[src/rtl/arb_pkg.sv]
// Shared types and default configuration for the round-robin hold arbiter.
//   arb_state_t  : arbiter FSM state encoding (IDLE / GRANT / RELEASE)
//   N_REQ_DEF    : default number of requesters
//   MAX_HOLD_DEF : default hold limit (only used when ARB_HOLD_LIMIT_EN is defined)
package arb_pkg;

  typedef enum logic [1:0] {
    IDLE    = 2'd0,
    GRANT   = 2'd1,
    RELEASE = 2'd2
  } arb_state_t;

  localparam int unsigned N_REQ_DEF    = 3;
  localparam int unsigned MAX_HOLD_DEF = 8;

endpackage

[src/rtl/rr_pick.sv]
// Combinational round-robin selector.
// Scans req starting one position above last_id, wrapping around, and
// returns the first set bit. The previous owner is therefore checked last.
//   req       : request levels, one bit per requester
//   last_id   : index of the most recent owner
//   winner    : one-hot of the selected requester (zero if none)
//   winner_id : index of the selected requester (zero if none)
//   any       : high when at least one request is set
module rr_pick
  import arb_pkg::*;
#(
  parameter int unsigned N_REQ = N_REQ_DEF,
  parameter int unsigned ID_W  = $clog2(N_REQ)
) (
  input  logic [N_REQ-1:0] req,
  input  logic [ID_W-1:0]  last_id,
  output logic [N_REQ-1:0] winner,
  output logic [ID_W-1:0]  winner_id,
  output logic             any
);

  logic [ID_W-1:0] idx;

  always_comb begin
    winner    = '0;
    winner_id = '0;
    any       = 1'b0;
    idx       = '0;
    for (int unsigned i = 1; i <= N_REQ; i++) begin
      idx = ID_W'((32'(last_id) + i) % N_REQ);
      if (!any && req[idx]) begin
        any         = 1'b1;
        winner[idx] = 1'b1;
        winner_id   = idx;
      end
    end
  end

endmodule

[src/rtl/rr_hold_arbiter.sv]
// Round-robin arbiter with grant hold and a mandatory dead cycle on handover.
// The owner keeps the grant while it keeps requesting; each release is
// followed by one cycle with no grant before the next winner is granted.
//
// Optional feature (macro ARB_HOLD_LIMIT_EN): an owner that has held the
// grant for MAX_HOLD cycles is forced to release when another requester
// is waiting; preempt pulses in the first dead cycle after such a release.
// Without the macro there is no hold counter and preempt is tied low.
//
// Ports:
//   clk     : clock, all logic on posedge
//   resetn  : synchronous active-low reset
//   req     : per-requester request level
//   gnt     : registered one-hot grant, zero when no owner
//   gnt_vld : high when any gnt bit is set
//   gnt_id  : index of current owner; keeps last owner while gnt_vld is low
//   preempt : one-cycle pulse in the first RELEASE cycle after a forced release
module rr_hold_arbiter
  import arb_pkg::*;
#(
  parameter int unsigned N_REQ    = N_REQ_DEF,
  parameter int unsigned MAX_HOLD = MAX_HOLD_DEF,
  parameter int unsigned ID_W     = $clog2(N_REQ),
  parameter int unsigned HOLD_W   = $clog2(MAX_HOLD + 1)
) (
  input  logic             clk,
  input  logic             resetn,
  input  logic [N_REQ-1:0] req,
  output logic [N_REQ-1:0] gnt,
  output logic             gnt_vld,
  output logic [ID_W-1:0]  gnt_id,
  output logic             preempt
);

  arb_state_t       state, state_d;
  logic [N_REQ-1:0] gnt_d;
  logic [ID_W-1:0]  gnt_id_d;
  logic [ID_W-1:0]  last_id, last_id_d;
  logic [N_REQ-1:0] winner;
  logic [ID_W-1:0]  winner_id;
  logic             any;

`ifdef ARB_HOLD_LIMIT_EN
  logic [HOLD_W-1:0] hold_cnt, hold_d;
  logic              preempt_d;
  logic              force_rel;

  // >= rather than == so a saturated owner is preempted as soon as a
  // competitor shows up; gnt masks out the owner's own request.
  assign force_rel = (hold_cnt >= HOLD_W'(MAX_HOLD - 1)) && |(req & ~gnt);
`endif

  rr_pick #(
    .N_REQ (N_REQ),
    .ID_W  (ID_W)
  ) u_pick (
    .req       (req),
    .last_id   (last_id),
    .winner    (winner),
    .winner_id (winner_id),
    .any       (any)
  );

  assign gnt_vld = |gnt;

  always_comb begin
    state_d   = state;
    gnt_d     = gnt;
    gnt_id_d  = gnt_id;
    last_id_d = last_id;
`ifdef ARB_HOLD_LIMIT_EN
    hold_d    = hold_cnt;
    preempt_d = 1'b0;
`endif
    case (state)
      IDLE, RELEASE: begin
        if (any) begin
          state_d   = GRANT;
          gnt_d     = winner;
          gnt_id_d  = winner_id;
          last_id_d = winner_id;
`ifdef ARB_HOLD_LIMIT_EN
          hold_d    = '0;
`endif
        end else begin
          state_d = IDLE;
          gnt_d   = '0;
        end
      end
      GRANT: begin
        if (!req[gnt_id]) begin
          state_d = RELEASE;
          gnt_d   = '0;
        end
`ifdef ARB_HOLD_LIMIT_EN
        else if (force_rel) begin
          state_d   = RELEASE;
          gnt_d     = '0;
          preempt_d = 1'b1;
        end else if (hold_cnt != HOLD_W'(MAX_HOLD)) begin
          hold_d = hold_cnt + HOLD_W'(1);
        end
`endif
      end
      default: begin
        state_d = IDLE;
        gnt_d   = '0;
      end
    endcase
  end

  always_ff @(posedge clk) begin
    if (!resetn) begin
      state   <= IDLE;
      gnt     <= '0;
      gnt_id  <= '0;
      last_id <= ID_W'(N_REQ - 1);
    end else begin
      state   <= state_d;
      gnt     <= gnt_d;
      gnt_id  <= gnt_id_d;
      last_id <= last_id_d;
    end
  end

`ifdef ARB_HOLD_LIMIT_EN
  always_ff @(posedge clk) begin
    if (!resetn) begin
      hold_cnt <= '0;
      preempt  <= 1'b0;
    end else begin
      hold_cnt <= hold_d;
      preempt  <= preempt_d;
    end
  end
`else
  assign preempt = 1'b0;

  logic unused_cfg;
  assign unused_cfg = ^{32'(MAX_HOLD), 32'(HOLD_W)};
`endif

endmodule

[config.mk]
export PLATFORM = sky130hd
export DESIGN_NAME = rr_hold_arbiter
export DESIGN_NICKNAME = d
export VERILOG_FILES = /design/src/rtl/arb_pkg.sv /design/src/rtl/rr_pick.sv /design/src/rtl/rr_hold_arbiter.sv
export SDC_FILE = /design/constraint.sdc
export NUM_CORES = 1
export LEC_CHECK = 0
export CORE_AREA = 3 3 40 42
export CTS_CLUSTER_DIAMETER = 200
export DETAILED_ROUTE_END_ITERATION = 7
export DIE_AREA = 0 0 43 45
export PLACE_DENSITY = 0.75
export SLEW_MARGIN = 5
export SYNTH_ARGS = -nofsm -noshare
export SYNTH_HDL_FRONTEND = slang
export SYNTH_SLANG_ARGS = --single-unit
[constraint.sdc]
create_clock -name clk -period 3.1 [get_ports clk]
set_clock_uncertainty 0.15 [all_clocks]
set_input_delay 0.31 -clock clk [delete_from_list [all_inputs] [get_ports clk]]
set_output_delay 0.31 -clock clk [all_outputs]
set_load 0.02 [all_outputs]
Yosys cells after proc, flatten, opt, wreduce, memory -nomap -nowiden

Index checks and enable logic that the tools add are counted.
Widths: inputs -> output; s select.

Bits in registers: 9
Output and inout bits: 7
Input bits: 5

Add/sub/neg operators: 3
Bitwise logic cells: 2
Reductions and logical operators: 11
Order comparisons: 7
Equality and inequality tests: 3
Divide/modulo/power cells: 3
Mux-type cells: 29

Operators with widths:

| kind                  | count |
|---|---|
| $mod 32x2->32 const B | 3 |
| $mux 3                | 5 |
| $lt 2x3->1 const B    | 4 |
| $mux 1                | 11 |
| $bmux 1 s2            | 4 |
| $mux 2                | 4 |
| $add 2x2->3 const B   | 2 |
| $demux 1 s2           | 3 |
| $ge 2x1->1 const B    | 3 |
| $or 3x3->3            | 2 |
| $pmux 3 s2            | 1 |
| $logic_and 1x1->1     | 5 |
| $pmux 2 s2            | 1 |
| $add 2x1->3 const B   | 1 |
| $reduce_or 3->1       | 1 |
| $eq 2x1->1 const B    | 1 |
| $eq 2x2->1 const B    | 1 |
| $logic_not 1->1       | 2 |
| $logic_not 2->1       | 1 |
| $ne 2x2->1 const B    | 1 |
| $reduce_and 2->1      | 1 |
| $reduce_or 2->1       | 1 |

Logic depth before layout (Yosys ltp)

Gate-level depths: netlist (run 1).

Depth after elaboration: 13
Depth in mapped cells: 8
Depth with buffers taken out: 7

Hierarchy

A second synthesis (run 1) with hierarchy kept.

Cell total of the unflattened synthesis: 80
Area total of the unflattened synthesis: 636.9 um^2

By module, submodules not included:

| module          | cells an instance | sequential area each (um^2) | area each (um^2) | times used |
|---|---|---|---|---|
| rr_hold_arbiter | 39                | 160.2                       | 339.1            | 1 |
| rr_pick         | 41                | 0.0                         | 297.8            | 1 |

Least setup slack after synthesis (run 1)

Ideal clock, no wire load.

Path type: register -> register
Start point: reg gnt_id[0]
End point: reg gnt[0]
Setup time: 0.117 ns
Arrival: 1.887 ns
Cell stages (with the launch flop): 9
Setup slack: 0.945 ns
Required time: 2.833 ns
Path buffers: 1
Period minus slack after synthesis: 2.155 ns
Cells stage by stage: dfxtp_1 -> inv_1 -> ha_1 -> buf_6 -> mux2_4 -> mux2_4 -> nor3_2 -> nor2_2 -> a32o_1

Word-level cells in the longest chain between the ends: 3

RTL lines:

| element                      | RTL line               | text |
|---|---|---|
| start, declared              | rr_hold_arbiter.sv:31  | `output logic [ID_W-1:0] gnt_id,` |
| start signal, assigned       | rr_hold_arbiter.sv:121 | `gnt_id <= gnt_id_d;` |
| $bmux 1 s2                   | rr_hold_arbiter.sv:91  | `if (!req[gnt_id]) begin` |
| $mux 1 (not written as such) | rr_hold_arbiter.sv:91  |  |
| $ne 2x2->1 (no line)         | --                     |  |
| end signal, assigned         | rr_hold_arbiter.sv:120 | `gnt <= gnt_d;` |
| end, declared                | rr_hold_arbiter.sv:29  | `output logic [N_REQ-1:0] gnt,` |

No other way between the ends. The select of a mux whose other input is x is not followed.
A chain may end at the register's enable or synchronous reset.

Final worst setup path (run 1)

Ends and elaborated chain as after synthesis.

==> qor.txt, run 1 <==
Status = finished clean
HP Class = flip-flop to flip-flop
FILL cells = 114
Met2 usage = 0.237
Final GP Congestion = 0.774
Die width = 43 µm
Fmax = 429 MHz
P_leak = 0.305 nW
Crit path launch type = flip-flop
Netlist cell types = 32
Syn-to-layout area delta = 15.4%
Core area = 0.00128 mm²
Routing usage on met3 = 0.0478
CTS root buf = clkbuf_4
Final wirelength = 1360 µm
RSZ-0062 raised after global routing = no
# rows = 13
Most common library cells after synthesis = dfxtp_1 (8), nand2_1 (6), nor2_1 (5), o21ai_0 (5)
Cts hold-fix bufs = 0
Via count = 555
Initial core utilization = 0.507
Critical path class = flip-flop to flip-flop
Gr ovfl total = 0
Crit Reg-Reg Startpoint = gnt_id[0]$_SDFFE_PN0P_
Most frequent cell after synthesis = dfxtp_1
Wirelength per Cell = 13.7 µm
Iter 0 DRT Violations = 13
# diodes = 0
Design area = 752 µm²
Crit-path cells = inv_1, ha_1, mux2_4, mux2_4, nor3_2, nor2_2, a32o_1
Fin. max-slew vios = 0
Max Root-Sink Buffers = 2
Finish-stage setup viols = 0
CTS H-tree lvls = 1
Ports = 12
Post-CTS sizing = 0
Top_reg_cell synth = dfxtp_1
Port Buf Inserts = 10
GRT met1 Usage = 0.204
Gate Count Post-Synth = 76
Worst-path cell with the longest stage delay = dfxtp_1
Pre-Repair DR Iteration Count = 5
Total clock sinks = 8
Skew-Pair Late Insertion Delay = 250 ps
Sum Neg Setup Slack = 0 ps
Die height = 45 µm
Clock transition at the registers of the reported paths = 50 ps
Max Cap Viol = 0
Placed cell area = 729 µm²
Layout cell share with drive strength beyond 1 = 0.143
Yosys warns = 0
Total GRT Usage = 0.151
Synthesized cell area = 652 µm²
Total power = 853 µW
Syn avg cell area = 8.58 µm²
Most frequent cell on the critical path = mux2_4
Largest net degree at the start of global routing = 11
Critical-path maximum fanout = 10
Share of flip-flops with an asynchronous set or reset = 0
Endpoints failing hold = 0
DRC violations left = 0
GRT busiest layer = met2
Vias per cell = 5.61
Die area = 0.00194 mm²
Post-synth EDFFs = 0
Max incr delay on CP = 440 ps
CTS tree = done
Post-CTS Setup Inserts = 0
Post-Syn Nets = 85
Period utilization = 0.752
Arrival @ worst endpoint = 2320 ps
Hold Crit Start = gnt[1]$_SDFFE_PN0P_
Post-synthesis sequential area ratio = 0.246
Reg2Reg Depth = 7
Wire length of the first global-routing pass = 2180 µm
Area share of the largest cell type after synthesis = 0.246
Detail Route Antenna Nets = 0
Crit end category = flip-flop
Initial antenna violation count = 0
Hold path cells = 1
Synth top area cells = dfxtp_1 (25%), ha_1 (7.7%), mux2i_1 (6.1%), a32o_1 (4.6%), buf_4 (4.6%)
CTS Buf Count = 3
DP HPWL = 1040 µm
Final #Nets = 95
FF+latch count, synth = 8
Vias in the first global route = 516
Reg-to-Reg End = gnt[0]$_SDFFE_PN0P_
Post-synth top area cell = dfxtp_1
Critical path required time = 3090 ps
Min Tclk post-route = 2330 ps
Hold endpoint = gnt[1]$_SDFFE_PN0P_
Power Dens Cells = 1130 mW/mm²
Maximum VDD drop = 0.748 mV
Reg2reg setup slack = 770 ps
-- cell usage in the layout (no fill, tap or decap), types with 3 or more instances in the layout --
| cell | synthesis | layout |
|---|---|---|
| a32o_1 | 3 | 3 |
| and2b_2 | 3 | 3 |
| clkbuf_4 | 0 | 3 |
| clkdlybuf4s50_1 | 0 | 10 |
| dfxtp_1 | 8 | 8 |
| ha_1 | 4 | 4 |
| inv_1 | 4 | 4 |
| mux2i_1 | 4 | 4 |
| nand2_1 | 6 | 6 |
| nand3b_1 | 3 | 3 |
| nor2_1 | 5 | 5 |
| o21ai_0 | 5 | 5 |
-- how the worst max path moves through the flow --
stage | end | from | slack, ps | cells after the start
after detailed placement | gnt[0]$_SDFFE_PN0P_ | gnt_id[0]$_SDFFE_PN0P_ | 780 | 7
after global routing | gnt[1]$_SDFFE_PN0P_ | gnt_id[0]$_SDFFE_PN0P_ | 640 | 7
final | gnt[0]$_SDFFE_PN0P_ | gnt_id[0]$_SDFFE_PN0P_ | 770 | 7
after floorplan | gnt[0]$_SDFFE_PN0P_ | gnt_id[0]$_SDFFE_PN0P_ | 950 | 8
after global placement | gnt[2]$_SDFFE_PN0P_ | gnt_id[0]$_SDFFE_PN0P_ | 820 | 7
after CTS | gnt[0]$_SDFFE_PN0P_ | gnt_id[0]$_SDFFE_PN0P_ | 770 | 7
-- registers in the layout (all words and copies together), names as in the netlist --
register,cells
gnt_id,2
last_id,1
state,2
gnt,3
-- layer usage --
layer / up-vias / part of all wire
li1: 292 / -
met2: 13 / 0.47
met1: 250 / 0.49
met4: 0 / 0
met5: - / 0
met3: 0 / 0.034
-- layout make-up --
cell class | instances | area, µm² | share of cell area
Inverter | 4 | 15.0 | 0.0200
Multi-Input combinational cell | 59 | 435 | 0.579
Timing Repair Buffer | 10 | 100 | 0.133
Clock buffer | 3 | 22.5 | 0.0300
Sequential cell | 8 | 160 | 0.213
Tap cell | 15 | 18.8 | 0.0250
-- through the flow --
| stage | hold slack [ps] | util | instances | setup WS, ps |
|---|---|---|---|---|
| floorplan | 344 | - | 76 | 945 |
| global placement | 317 | 0.568 | 96 | 822 |
| detailed placement | 325 | 0.568 | 96 | 782 |
| CTS | 333 | 0.585 | 99 | 768 |
| global route | 365 | 0.585 | 99 | 642 |
| finish | 328 | 0.585 | 99 | 770 |
-- cell families (layout without fill, tap and decap cells) --
family,Yosys count,count (layout),synth area share
mux,6,6,0.107
compound gates,23,23,0.257
other cells,1,1,0.00575
simple gates,25,25,0.221
flops,8,8,0.246
buf+inv,9,17,0.0864
fa+ha+maj,4,4,0.0768
-- critical path, delay by kind of cell (launching register included) --
| family | cells | cell delay (ps) |
|---|---|---|
| mux | 2 | 620 |
| flops | 1 | 440 |
| fa+ha+maj | 1 | 340 |
| simple gates | 2 | 300 |
| compound gates | 1 | 250 |
| buf+inv | 1 | 120 |
-- power breakdown --
group	leakage (nW)	switching, mW	total [mW]	internal [mW]
Clock	0.0138	0.0316	0.0757	0.0440
Combinational	0.225	0.313	0.588	0.274
Sequential	0.0658	0.0422	0.190	0.148
No activity file was read; power rests on OpenSTA's default activity.
==> run 2: changes to the inputs <==
--- a/config.mk
+++ b/config.mk
@@ -5,11 +5,11 @@
 export SDC_FILE = /design/constraint.sdc
 export NUM_CORES = 1
 export LEC_CHECK = 0
-export CORE_AREA = 3 3 40 42
+export CORE_MARGIN = 3
+export CORE_UTILIZATION = 45
 export CTS_CLUSTER_DIAMETER = 200
 export DETAILED_ROUTE_END_ITERATION = 7
-export DIE_AREA = 0 0 43 45
-export PLACE_DENSITY = 0.75
+export PLACE_DENSITY = 0.73
 export SLEW_MARGIN = 5
 export SYNTH_ARGS = -nofsm -noshare
 export SYNTH_HDL_FRONTEND = slang
==> constraint.sdc (replaced) <==
create_clock -name clk -period 2.12 [get_ports clk]
set_clock_uncertainty 0.15 [all_clocks]
set_input_delay 0.212 -clock clk [delete_from_list [all_inputs] [get_ports clk]]
set_output_delay 0.212 -clock clk [all_outputs]
set_load 0.02 [all_outputs]
==> qor.txt, run 2 (synthesis gave the netlist of run 1 again) <==
Status = finished clean
Reg2Reg Depth = 7 (unchanged)
Family with the most delay on the worst path = multiplexers
P_leak = 0.335 nW (+9.8%)
Iter 0 DRT Violations = 26 (+13)
Detail Route Antenna Nets = 0 (unchanged)
Finish-stage setup viols = 0 (unchanged)
Fin. max-slew vios = 0 (unchanged)
Biggest regs = gnt x3, gnt_id x2, state x2
Most frequent cells in the layout = clkdlybuf4s50_1 (10), dfxtp_1 (7), nand2_1 (6), buf_4 (6)
Most frequent cell on the critical path = mux2_4
# rows = 13 (unchanged)
Ports = 12 (unchanged)
Cts hold-fix bufs = 0 (unchanged)
Core area = 0.00133 mm² (+3.8%)
Crit path launch type = flip-flop
Most flops, register = gnt
DRC violations left = 0 (unchanged)
Initial antenna violation count = 0 (unchanged)
DP HPWL = 1080 µm (+3.6%)
Final GP Congestion = 0.840 (+8.5%)
HP Class = flip-flop to flip-flop
Gr ovfl total = 0 (unchanged)
Total power = 1.30 mW (+52%)
RSZ-0062 raised after global routing = no
Critical path class = flip-flop to flip-flop
Period utilization = 0.941 (+0.189)
Initial core utilization = 0.489 (-0.0186)
Largest net degree at the start of global routing = 11 (unchanged)
Critical path required time = 2110 ps (-980 ps)
Worst-path cell with the longest stage delay = dfxtp_2
CTS tree = done
CTS H-tree lvls = 1 (unchanged)
Pre-Repair DR Iteration Count = 4 (-1)
Hold path cells = 1 (unchanged)
Crit-path cells = inv_1, ha_1, mux2_4, mux2_4, nor3_2, nor2_2, a32o_1
Die area = 0.00194 mm² (+0.32%)
Wirelength per Cell = 13.1 µm (-4.7%)
Crit. path cell count = 7 (unchanged)
Arrival @ worst endpoint = 1990 ps (-330 ps)
Syn-to-layout area delta = 22.5%
Buf+Inv Stages, Crit Path = 1 (unchanged)
Skew-Pair Late Insertion Delay = 250 ps (about the same)
Vias in the first global route = 559 (+8.3%)
Sum Neg Setup Slack = 0 ps (unchanged)
Power Dens Cells = 1620 mW/mm² (+43%)
Final #Nets = 101 (+6.3%)
Design area = 798 µm² (+6.2%)
Min Tclk post-route = 1990 ps (-335 ps)
Total GRT Usage = 0.157 (+0.00606)
Fmax = 501 MHz (+17%)
Max Root-Sink Buffers = 2 (unchanged)
FILL cells = 132 (+16%)
Final wirelength = 1370 µm (+1.0%)
Total clock sinks = 8 (unchanged)
Clock transition at the registers of the reported paths = 50 ps (about the same)
Max Cap Viol = 0 (unchanged)
Critical-path maximum fanout = 7 (-3)
Final worst slack = 125 ps (-645 ps)
Vias per cell = 5.70 (+1.8%)
CTS root buf = clkbuf_4
Die height = 44.1 µm (-2.1%)
Pre-CTS setup slack = 46.5 ps (-735 ps)
Max reg flops = 3 (unchanged)
Post-CTS sizing = 0 (unchanged)
Wire length of the first global-routing pass = 2330 µm (+6.7%)
# diodes = 0 (unchanged)
Placed cell area = 776 µm² (+6.3%)
CTS Buf Count = 3 (unchanged)
Port Buf Inserts = 10 (unchanged)
Via count = 599 (+7.9%)
Hold Worst Slack = 336 ps (+7.82 ps)
Most common cell after layout, fill and taps aside = clkdlybuf4s50_1
Maximum VDD drop = 0.738 mV (-1.4%)
Max incr delay on CP = 330 ps (-110 ps)
Post-CTS Setup Inserts = 0 (unchanged)
Die width = 44.1 µm (+2.5%)
Layout cell share with drive strength beyond 1 = 0.211 (+0.0683)
Endpoints failing hold = 0 (unchanged)
Crit end category = flip-flop
==> run 2: worst register-to-register path, delay by kind of cell, from the launching register on <==
family,cells,cell delay (ps)
mux,2,570
flops,1,330
simple gates,2,290
compound gates,1,250
fa+ha+maj,1,230
buf+inv,1,60
==> run 2: path summary, 6_finish.rpt <==
path,from,to,slack [ps]
min,gnt[0]$_SDFFE_PN0P_,gnt[0]$_SDFFE_PN0P_,340
max reg2reg,gnt_id[0]$_SDFFE_PN0P_,gnt[0]$_SDFFE_PN0P_,130
min reg2reg,gnt[0]$_SDFFE_PN0P_,gnt[0]$_SDFFE_PN0P_,340
max,gnt_id[0]$_SDFFE_PN0P_,gnt[0]$_SDFFE_PN0P_,130
==> run 2: area by class of cell <==
type | instances | area (µm²) | share of cell area
well taps | 15 | 18.8 | 0.0235
flip-flops and latches | 8 | 161 | 0.202
clock buffers | 3 | 22.5 | 0.0282
multi-input cells | 59 | 435 | 0.545
inverters | 4 | 15.0 | 0.0188
repair buffers | 16 | 145 | 0.182
==> run 2: layer usage <==
| metal | up-vias | part of all wire | routed length, µm | GRT usage |
|---|---|---|---|---|
| li1 | 306 | - | - | - |
| met1 | 273 | 0.48 | 656 | 0.226 |
| met2 | 18 | 0.48 | 662 | 0.238 |
| met3 | 2 | 0.034 | 46 | 0.0244 |
| met4 | 0 | 0.0051 | 7 | 0.0542 |
| met5 | - | 0 | 0 | 0 |
==> run 2: report_power, final <==
| group | internal, mW | total, mW | switching, mW |
|---|---|---|---|
| registers | 0.218 | 0.268 | 0.0500 |
| clock network | 0.0648 | 0.117 | 0.0519 |
| logic | 0.443 | 0.912 | 0.469 |
| total | 0.725 | 1.30 | 0.571 |
==> run 2: per-stage QoR <==
step | util | std cells
5_1_grt | 0.598 | 105
4_1_cts | 0.598 | 105
3_5_place_dp | 0.582 | 102
2_1_floorplan | - | 76
6_report | 0.598 | 105
3_3_place_gp | 0.582 | 102
